<file path="src/rtl/mem_access_unit.sv">
// rtl/mem_access_unit.sv - MEM-stage load/store unit with stall handshake and timeout
module mem_access_unit #(
  parameter int TIMEOUT_CYC = 255
) (
  input  logic        clk,
  input  logic        rst_n,
  input  logic [31:0] exe_inst_input,
  input  logic [31:0] alu_output,
  input  logic [31:0] store_data,
  output logic        dm_req,
  output logic        dm_we,
  output logic [31:0] dm_addr,
  output logic [3:0]  dm_be,
  output logic [31:0] dm_wdata,
  input  logic        dm_ack,
  input  logic [31:0] dm_rdata,
  output logic [31:0] data_temp,
  output logic        mem_stall,
  output logic        mem_en,
  output logic        misalign_err,
  output logic        bus_err
);
  localparam int CW = (TIMEOUT_CYC > 1) ? $clog2(TIMEOUT_CYC + 1) : 1;

  typedef enum logic [1:0] {IDLE, WAIT, DONE} state_t;
  state_t state, state_nxt;

  logic [5:0]    opc;
  logic [1:0]    off;
  logic          is_load, is_store, is_byte, is_half, is_signed;
  logic          is_mem, is_word, misaligned, accept, timeout;
  logic [CW-1:0] cnt;
  logic [7:0]    byte_sel;
  logic [15:0]   half_sel;
  logic [31:0]   load_c, wdata_c;
  logic [3:0]    be_c;
  logic          unused_bits;

  assign opc         = exe_inst_input[31:26];
  assign off         = alu_output[1:0];
  assign unused_bits = ^exe_inst_input[25:0];

  always_comb begin
    is_load   = 1'b0;
    is_store  = 1'b0;
    is_byte   = 1'b0;
    is_half   = 1'b0;
    is_signed = 1'b0;
    case (opc)
      6'h20: begin is_load = 1'b1; is_byte = 1'b1; is_signed = 1'b1; end
      6'h21: begin is_load = 1'b1; is_half = 1'b1; is_signed = 1'b1; end
      6'h23: is_load = 1'b1;
      6'h24: begin is_load = 1'b1; is_byte = 1'b1; end
      6'h25: begin is_load = 1'b1; is_half = 1'b1; end
      6'h28: begin is_store = 1'b1; is_byte = 1'b1; end
      6'h29: begin is_store = 1'b1; is_half = 1'b1; end
      6'h2B: is_store = 1'b1;
      default: ;
    endcase
  end

  assign is_mem     = is_load | is_store;
  assign is_word    = is_mem & ~is_byte & ~is_half;
  assign misaligned = (is_half & off[0]) | (is_word & (off != 2'b00));
  assign accept     = (state == IDLE) & is_mem & ~misaligned;
  assign timeout    = (state == WAIT) & ~dm_ack & (cnt == CW'(TIMEOUT_CYC - 1));

  // Big-endian lanes: byte offset 0 lives in bits [31:24].
  always_comb begin
    case (off)
      2'd0:    byte_sel = dm_rdata[31:24];
      2'd1:    byte_sel = dm_rdata[23:16];
      2'd2:    byte_sel = dm_rdata[15:8];
      default: byte_sel = dm_rdata[7:0];
    endcase
    half_sel = off[1] ? dm_rdata[15:0] : dm_rdata[31:16];
    if (is_byte)
      load_c = {{24{is_signed & byte_sel[7]}}, byte_sel};
    else if (is_half)
      load_c = {{16{is_signed & half_sel[15]}}, half_sel};
    else
      load_c = dm_rdata;
    if (is_byte) begin
      be_c    = 4'b1000 >> off;
      wdata_c = {4{store_data[7:0]}};
    end else if (is_half) begin
      be_c    = off[1] ? 4'b0011 : 4'b1100;
      wdata_c = {2{store_data[15:0]}};
    end else begin
      be_c    = 4'b1111;
      wdata_c = store_data;
    end
  end

  always_ff @(posedge clk or negedge rst_n) begin
    if (!rst_n) state <= IDLE;
    else        state <= state_nxt;
  end

  // Stall is gated by rst_n so an asserted reset releases the pipeline at once.
  always_comb begin
    state_nxt = state;
    mem_stall = 1'b0;
    case (state)
      IDLE: if (accept) begin
        mem_stall = rst_n;
        state_nxt = WAIT;
      end
      WAIT: begin
        mem_stall = rst_n;
        if (dm_ack || timeout) state_nxt = DONE;
      end
      default: state_nxt = IDLE;
    endcase
  end

  assign mem_en = ~mem_stall;

  always_ff @(posedge clk or negedge rst_n) begin
    if (!rst_n) begin
      dm_req       <= 1'b0;
      dm_we        <= 1'b0;
      dm_addr      <= 32'h0;
      dm_be        <= 4'h0;
      dm_wdata     <= 32'h0;
      data_temp    <= 32'h0;
      misalign_err <= 1'b0;
      bus_err      <= 1'b0;
      cnt          <= '0;
    end else begin
      misalign_err <= 1'b0;
      bus_err      <= 1'b0;
      case (state)
        IDLE: begin
          if (accept) begin
            dm_req   <= 1'b1;
            dm_we    <= is_store;
            dm_addr  <= {alu_output[31:2], 2'b00};
            dm_be    <= be_c;
            dm_wdata <= wdata_c;
            cnt      <= '0;
          end else if (is_mem && misaligned) begin
            misalign_err <= 1'b1;
            data_temp    <= 32'h0;
          end
        end
        WAIT: begin
          if (dm_ack) begin
            dm_req <= 1'b0;
            dm_we  <= 1'b0;
            if (is_load) data_temp <= load_c;
          end else if (timeout) begin
            dm_req    <= 1'b0;
            dm_we     <= 1'b0;
            bus_err   <= 1'b1;
            data_temp <= 32'h0;
          end else begin
            cnt <= cnt + CW'(1);
          end
        end
        default: ;
      endcase
    end
  end
endmodule

</file>
<file path="config.mk">
export PLATFORM = sky130hd
export DESIGN_NAME = mem_access_unit
export DESIGN_NICKNAME = d
export VERILOG_FILES = /design/src/rtl/mem_access_unit.sv
export SDC_FILE = /design/constraint.sdc
export NUM_CORES = 1
export LEC_CHECK = 0
export CELL_PAD_IN_SITES_DETAIL_PLACEMENT = 0
export CELL_PAD_IN_SITES_GLOBAL_PLACEMENT = 2
export CORE_UTILIZATION = 26
export DETAILED_ROUTE_END_ITERATION = 12
export PLACE_DENSITY = 0.84
export SKIP_CTS_REPAIR_TIMING = 1
export SLEW_MARGIN = 0
export SYNTH_ARGS = -nofsm -noshare
export SYNTH_HDL_FRONTEND = slang
export SYNTH_SLANG_ARGS = --single-unit
</file>
<file path="constraint.sdc">
create_clock -name clk -period 4.6 [get_ports clk]
set_clock_uncertainty 0.05 [all_clocks]
set_input_delay 0.46 -clock clk [delete_from_list [all_inputs] [get_ports clk]]
set_output_delay 0.46 -clock clk [all_outputs]
set_load 0.02 [all_outputs]
</file>
==> results of run 1 <==
[logic make-up after synthesis]
logic type,count (synthesis)
xor gates and xnor gates,5
adders and majority gates,2
DFF,112
AOI/OAI and AO/OA,143
muxes,25
other,1
and+or+nand+nor,285
buffers and inverters,51
[metrics by stage]
stage	util (%)	hold WS, ps
6_report	39.55	80.33
5_1_grt	39.55	152.9
4_1_cts	39.55	134.1
3_5_place_dp	38.05	410.8
3_3_place_gp	38.05	407.3
2_1_floorplan	-	114.4
[per-layer routing]
layer  global-route usage, %  routed length, um  vias to the layer above
li1                        -                  -                     2499
met1                   23.22               8387                     2385
met2                   25.83               7931                      190
met3                   6.790               1776                       15
met4                   4.072                183                        0
met5                       0                  0                        -
[final cells by class]
cell class / count / share of cell area [%]
flip-flops and latches: 112 / 34.57
multi-input cells: 462 / 30.62
repair buffers: 218 / 26.52
well taps: 270 / 4.167
clock buffers: 9 / 2.778
clock inverters: 7 / 1.019
inverters: 7 / 0.3241
[power by group through the flow]
stage	Clock, mW	Sequential [mW]	Combinational (mW)
3_5_place_dp	0	1.38	1.23
4_1_cts	0.856	1.36	1.24
6_report	0.825	1.36	1.22
2_1_floorplan	0	1.63	0.295
3_3_place_gp	0	1.37	1.24
5_1_grt	0.887	1.39	1.33
[critical path, delay by kind of cell]
kind / cells / cell delay (ps)
AOI/OAI and AO/OA: 2 / 510
buffers and inverters: 3 / 1140
and+or+nand+nor: 2 / 510
[path summary, 6_finish.rpt]
path	from	endpoint	slack, ps
setup / recovery	exe_inst_input[31]	mem_stall	1470
hold reg to reg	dm_addr[21]	dm_addr[21]	430
hold / removal	rst_n	data_temp[14]	80
max in group asynchronous	rst_n	data_temp[22]	3110
setup reg to reg	cnt[0]	data_temp[22]	2170
min in group clk	exe_inst_input[26]	data_temp[15]	420
[cells in the final DEF (no fill, tap or decap), drive strengths merged, types with 11 or more instances in the layout]
master / count
mux2i: 19
clkdlybuf4s50: 206
a21oi: 35
buf: 12
nand2: 178
o21ai: 59
inv: 11
nor2: 54
dfrtp: 112
nor3: 15
[registers in the layout, summed over array words and instances, names as in the netlist]
register	count
bus_err	1
cnt	8
data_temp	32
dm_addr	30
dm_be	4
dm_req	1
dm_wdata	32
dm_we	1
misalign_err	1
state	2
==> qor.csv, run 1 <==
stage,metric,value,unit
layout,diodes,0,
drt,wl_per_cell,16.85,um
pwr,combinationalPowerShare,35.9,%
synth,synthTopCellsByCount,"nand2_1, dfrtp_1, o21ai_0",
global_routing,grt_pass1_wl,29110,um
sta,fin_crit_sh,68.12,%
synth,synthMuxAreaShare,5.782,%
placement,place_congestion,0.7681,
sta,setup_tns,0,ps
sta,slew_headroom,35.09,%
layout,seqCellArea,0.002803,mm^2
global_routing,grt_max_degree,82,
clocking,cts_buffer_depth,2,
pwr,p_int,2.188,mW
layout,fin_area,0.008107,mm^2
synth,async_reset_ff_share,100.0,%
run_status,status,finished clean,
critical_path,required,4090,ps
floorplan,coreArea,0.02049,mm^2
critical_path,cp-end-kind,output pin,
sta,slew_violations,0,
pwr,power.density,420.1,mW/mm^2
synth,syn_avg_cell_area,8.809,um^2
sta,tightest_slew,970.9,ps
global_routing,grt.total_usage,17.23,%
sta,setup_slack,1466,ps
sta,period_needed,3134,ps
synth,synthXorXnorAreaFrac,0.7967,%
global_routing,gr-total-overflow,0,
pwr,pwr-share-seq,39.9,%
synth,synth.yosys.seq_area_share,50.99,%
synth,synth_top_family_by_area,simple AND/OR/NAND/NOR gates,
drt,first_iter_violations,226,
drt,wirelength,18280,um
placement,dp_cells,1069,
pwr,p_switching,1.218,mW
pwr,p_total,3.405,mW
layout,nets,943,
clocking,cts_buffers,9,
placement,place_area,0.007799,mm^2
synth,synth.top_cell.area_share,50.99,%
synth,synth.distinct_cells,52,
critical_path,critPathMaxStageDelay,590,ps
synth,synth.most_common_cell,nand2_1,
floorplan,dieArea,0.02173,mm^2
clocking,clk_latency,350,ps
critical_path,rr_worst_depth,9,
synth,synth_seq_cells,112,
placement,pre_cts_slack,1457,ps
synth,ys_top_cells_by_area,"dfrtp_1, nand2_1, o21ai_0",
critical_path,crit_top_cell,clkdlybuf4s50_1,
drt,vias,5089,
layout,stdcell_count,1085,
critical_path,critPathArrivalTime,2620,ps
synth,synth-main-ff-cell,dfrtp_1,
pwr,ir_worst_vdd,0.2351,mV
placement,port_buffers,208,
floorplan,die_h,147.4,um
clocking,htreeDepth,3,
clocking,cts_tree,yes,
critical_path,critical-path-slowest-cell,clkdlybuf4s50_1,
floorplan,die_w,147.4,um
synth,yosysWarnings,0,
pwr,leakagePower,3.575,nW
synth,syn_inst,624,
floorplan,initial_utilization,26.82,%
critical_path,cp-start-kind,input pin,
synth,yosys.area.top_type,dfrtp_1,
floorplan,row_count,52,
critical_path,crit_type,in2out,
run,maxCapViolations,0,
synth,synth_compound_area_share,15.87,%
clocking,clockRootBuffer,clkbuf_16,
drt,drt-vias-per-instance,4.690,
clocking,clock-sinks,112,
sta,hold_violations,0,
critical_path,critPathMaxFanout,6,
layout,multiInputGateArea,0.002482,mm^2
synth,synthAdderAreaFrac,0.4553,%
layout,fillCellCount,2112,
placement,dp_hpwl,12600,um
sta,setup_viol,0,
drt,drc_errors,0,
worst_hold_path,hold_class,in2async,
global_routing,first_global_vias,5172,
global_routing,grt_antenna_before_repair,0,
clocking,clkTransAtPathRegs,80,ps
layout,areaGrowthSynthToFinish,47.48,%
synth,synth_edf_count,0,
synth,yosys.area_share.simple,21.88,%
sta,fmax,319.1,MHz
pwr,pwr-share-clk,24.2,%
floorplan,ioPinCount,237,
drt,first_pass_iters,4,
layout,drive_above_1_share,5.153,%
synth,syn-cell-area,0.005497,mm^2
critical_path,worstPathCellList,clkdlybuf4s50_1 > nor2b_1 > o2111ai_1 > a21oi_1 > nand2_1 > inv_1 > clkdlybuf4s50_1,
pwr,p_sw_share,35.76,%
sta,rsz0062_at_grt,no,
drt,ant_nets,0,
No activity file was read; power rests on OpenSTA's default activity.
==> run 2: changes to the inputs <==
--- a/config.mk
+++ b/config.mk
@@ -7,9 +7,9 @@
 export LEC_CHECK = 0
 export CELL_PAD_IN_SITES_DETAIL_PLACEMENT = 0
 export CELL_PAD_IN_SITES_GLOBAL_PLACEMENT = 2
-export CORE_UTILIZATION = 26
+export CORE_UTILIZATION = 24
 export DETAILED_ROUTE_END_ITERATION = 12
-export PLACE_DENSITY = 0.84
+export PLACE_DENSITY = 0.78
 export SKIP_CTS_REPAIR_TIMING = 1
 export SLEW_MARGIN = 0
 export SYNTH_ARGS = -nofsm -noshare
==> constraint.sdc (replaced) <==
create_clock -name clk -period 2.9 [get_ports clk]
set_clock_uncertainty 0.05 [all_clocks]
set_input_delay 0.29 -clock clk [delete_from_list [all_inputs] [get_ports clk]]
set_output_delay 0.29 -clock clk [all_outputs]
set_load 0.02 [all_outputs]
==> qor.csv, run 2 (synthesis gave the netlist of run 1 again) <==
stage,metric,value,unit,change
sta,hold_violations,0,,unchanged
clocking,cts_buffer_depth,2,,unchanged
critical_path,cp-start-kind,input pin,,unchanged
clocking,cts_tree,yes,,unchanged
layout,final_cell_mix,"clkdlybuf4s50_1, nand2_1, dfrtp_1",,unchanged
clocking,clk_latency,360,ps,was 350 ps
layout,seqCellArea,0.002803,mm^2,unchanged
clocking,clock-sinks,112,,unchanged
critical_path,required,2560,ps,was 4090 ps
drt,vias,5164,,"was 5,089"
pwr,pwr-share-seq,40.0,%,was 39.9%
critical_path,critPathMaxFanout,6,,unchanged
pwr,pwr-share-clk,23.6,%,was 24.2%
critical_path,path_delay_family,buffers and inverters,,unchanged
pwr,p_total,5.382,mW,was 3.405 mW
floorplan,row_count,55,,was 52
pwr,leakagePower,3.618,nW,was 3.575 nW
sta,slew_headroom,49.57,%,was 35.09%
sta,setup_tns,0,ps,unchanged
layout,reg_top3,"data_temp x32, dm_wdata x32, dm_addr x30",,unchanged
floorplan,ioPinCount,237,,unchanged
layout,drive_above_1_share,5.839,%,was 5.153%
global_routing,grt.total_usage,16.74,%,was 17.23%
pwr,p_int,3.484,mW,was 2.188 mW
critical_path,worstPathCellList,clkdlybuf4s50_1 > a21o_1 > o21ai_0 > o2111ai_1 > a21oi_2 > nand2_1 > inv_1 > clkdlybuf4s50_1,,was clkdlybuf4s50_1 > nor2b_1 > o2111ai_1 > a21oi_1 > nand2_1 > inv_1 > clkdlybuf4s50_1
floorplan,die_h,153.3,um,was 147.4 um
pwr,ir_worst_vdd,0.2745,mV,was 0.2351 mV
sta,slew_violations,0,,unchanged
run_status,status,finished clean,,unchanged
floorplan,coreArea,0.02257,mm^2,was 0.02049 mm^2
layout,areaGrowthSynthToFinish,49.24,%,was 47.48%
drt,wirelength,19090,um,"was 18,280 um"
placement,place_congestion,0.7762,,was 0.7681
critical_path,critical-path-slowest-cell,clkdlybuf4s50_1,,unchanged
global_routing,grt_max_degree,82,,unchanged
sta,period_needed,2727,ps,
sta,setup_viol,0,,unchanged
pwr,p_sw_share,35.26,%,was 35.76%
critical_path,crit_type,in2out,,unchanged
drt,drc_errors,0,,unchanged
drt,ant_nets,0,,unchanged
floorplan,die_w,153.3,um,was 147.4 um
critical_path,critPathMaxStageDelay,600,ps,was 590 ps
critical_path,crit_top_cell,clkdlybuf4s50_1,,unchanged
critical_path,cp-end-kind,output pin,,unchanged
pwr,power.density,656.1,mW/mm^2,was 420.1 mW/mm^2
critical_path,critPathArrivalTime,2390,ps,was 2620 ps
floorplan,initial_utilization,24.35,%,was 26.82%
sta,fin_crit_sh,94.05,%,
sta,whs,314.2,ps,was 80.33 ps
drt,wl_per_cell,17.25,um,was 16.85 um
sta,setup_slack,172.6,ps,was 1466 ps
layout,fillCellCount,2338,,"was 2,112"
floorplan,dieArea,0.02351,mm^2,was 0.02173 mm^2
global_routing,grt_pass1_wl,30500,um,"was 29,110 um"
drt,drt-vias-per-instance,4.665,,was 4.690
worst_hold_path,hold_class,in2async,,unchanged
global_routing,gr-total-overflow,0,,unchanged
global_routing,grt_antenna_before_repair,0,,unchanged
run,maxCapViolations,0,,unchanged
layout,nets,950,,was 943
clocking,htreeDepth,3,,unchanged
global_routing,first_global_vias,5242,,"was 5,172"
placement,pre_cts_slack,130.2,ps,was 1457 ps
drt,first_iter_violations,208,,was 226
clocking,clkTransAtPathRegs,80,ps,about the same
layout,diodes,0,,unchanged
drt,first_pass_iters,4,,unchanged
layout,stdcell_count,1107,,"was 1,085"
sta,tightest_slew,753.8,ps,was 970.9 ps
placement,port_buffers,208,,unchanged
placement,dp_hpwl,13180,um,"was 12,600 um"
clocking,cts_buffers,9,,unchanged
placement,dp_cells,1090,,"was 1,069"
pwr,combinationalPowerShare,36.4,%,was 35.9%
sta,fmax,366.7,MHz,
layout,multiInputGateArea,0.002486,mm^2,was 0.002482 mm^2
clocking,clockRootBuffer,clkbuf_16,,unchanged
critical_path,worst-path-buf-inv,3,,unchanged
sta,rsz0062_at_grt,no,,unchanged
layout,final_common_cell,clkdlybuf4s50_1,,unchanged
pwr,p_switching,1.897,mW,was 1.218 mW
## run 2: cell count changes in the layout (fill, tap and decap cells not counted), moves of 2 or more
cell      before  now
buf_4         11   14
inv_8          3    1
clkinv_8       2    0
buf_12         0    3
clkinv_4       0    2
## run 2: path summary, 6_finish.rpt
path | slack, ps | cells after the start | start | end
max in group asynchronous | 1500 | 3 | rst_n | dm_wdata[3]
setup / recovery | 170 | 8 | exe_inst_input[28] | mem_stall
min in group clk | 350 | 3 | exe_inst_input[26] | data_temp[7]
hold reg to reg | 430 | 2 | dm_addr[15] | dm_addr[15]
setup reg to reg | 480 | 9 | cnt[0] | data_temp[15]
hold / removal | 310 | 2 | rst_n | data_temp[31]
## run 2: worst register-to-register path: cells and delay by family, from the launching register on
family / cells / cell delay [ps]
flops: 1 / 460
compound gates: 3 / 890
buf+inv: 2 / 440
fa+ha+maj: 1 / 190
simple gates: 3 / 290
## run 2: through the flow
stage          utilization (%)  cell area (um^2)
2_1_floorplan                -              5500
3_3_place_gp             35.00              7900
3_5_place_dp             35.00              7900
4_1_cts                  36.28              8189
5_1_grt                  36.34              8203
6_report                 36.34              8203
## run 2: area by class of cell
cell class,instances,area share [%]
sequential,112,34.17
multi-input combinational,462,30.31
clock buffer,11,2.959
inverter,7,0.3203
tap,285,4.347
timing repair buffer,225,27.33
clock inverter,5,0.5644
## run 2: power groups by stage
stage          Sequential (mW)  Combinational, mW  Clock [mW]
6_report                  2.15               1.96        1.27
5_1_grt                   2.21               2.13        1.38
4_1_cts                   2.16               1.99        1.32
3_5_place_dp              2.18               1.98           0
3_3_place_gp              2.17               1.98           0
2_1_floorplan             2.59              0.469           0
## run 2: per-layer routing
metal  wire length [um]  global-route usage [%]  vias up
li1                   -                       -     2523
met1               9116                   22.76     2444
met2               8227                   25.51      185
met3               1574                   5.614       12
met4                172                   4.000        0
met5                  0                       0        -
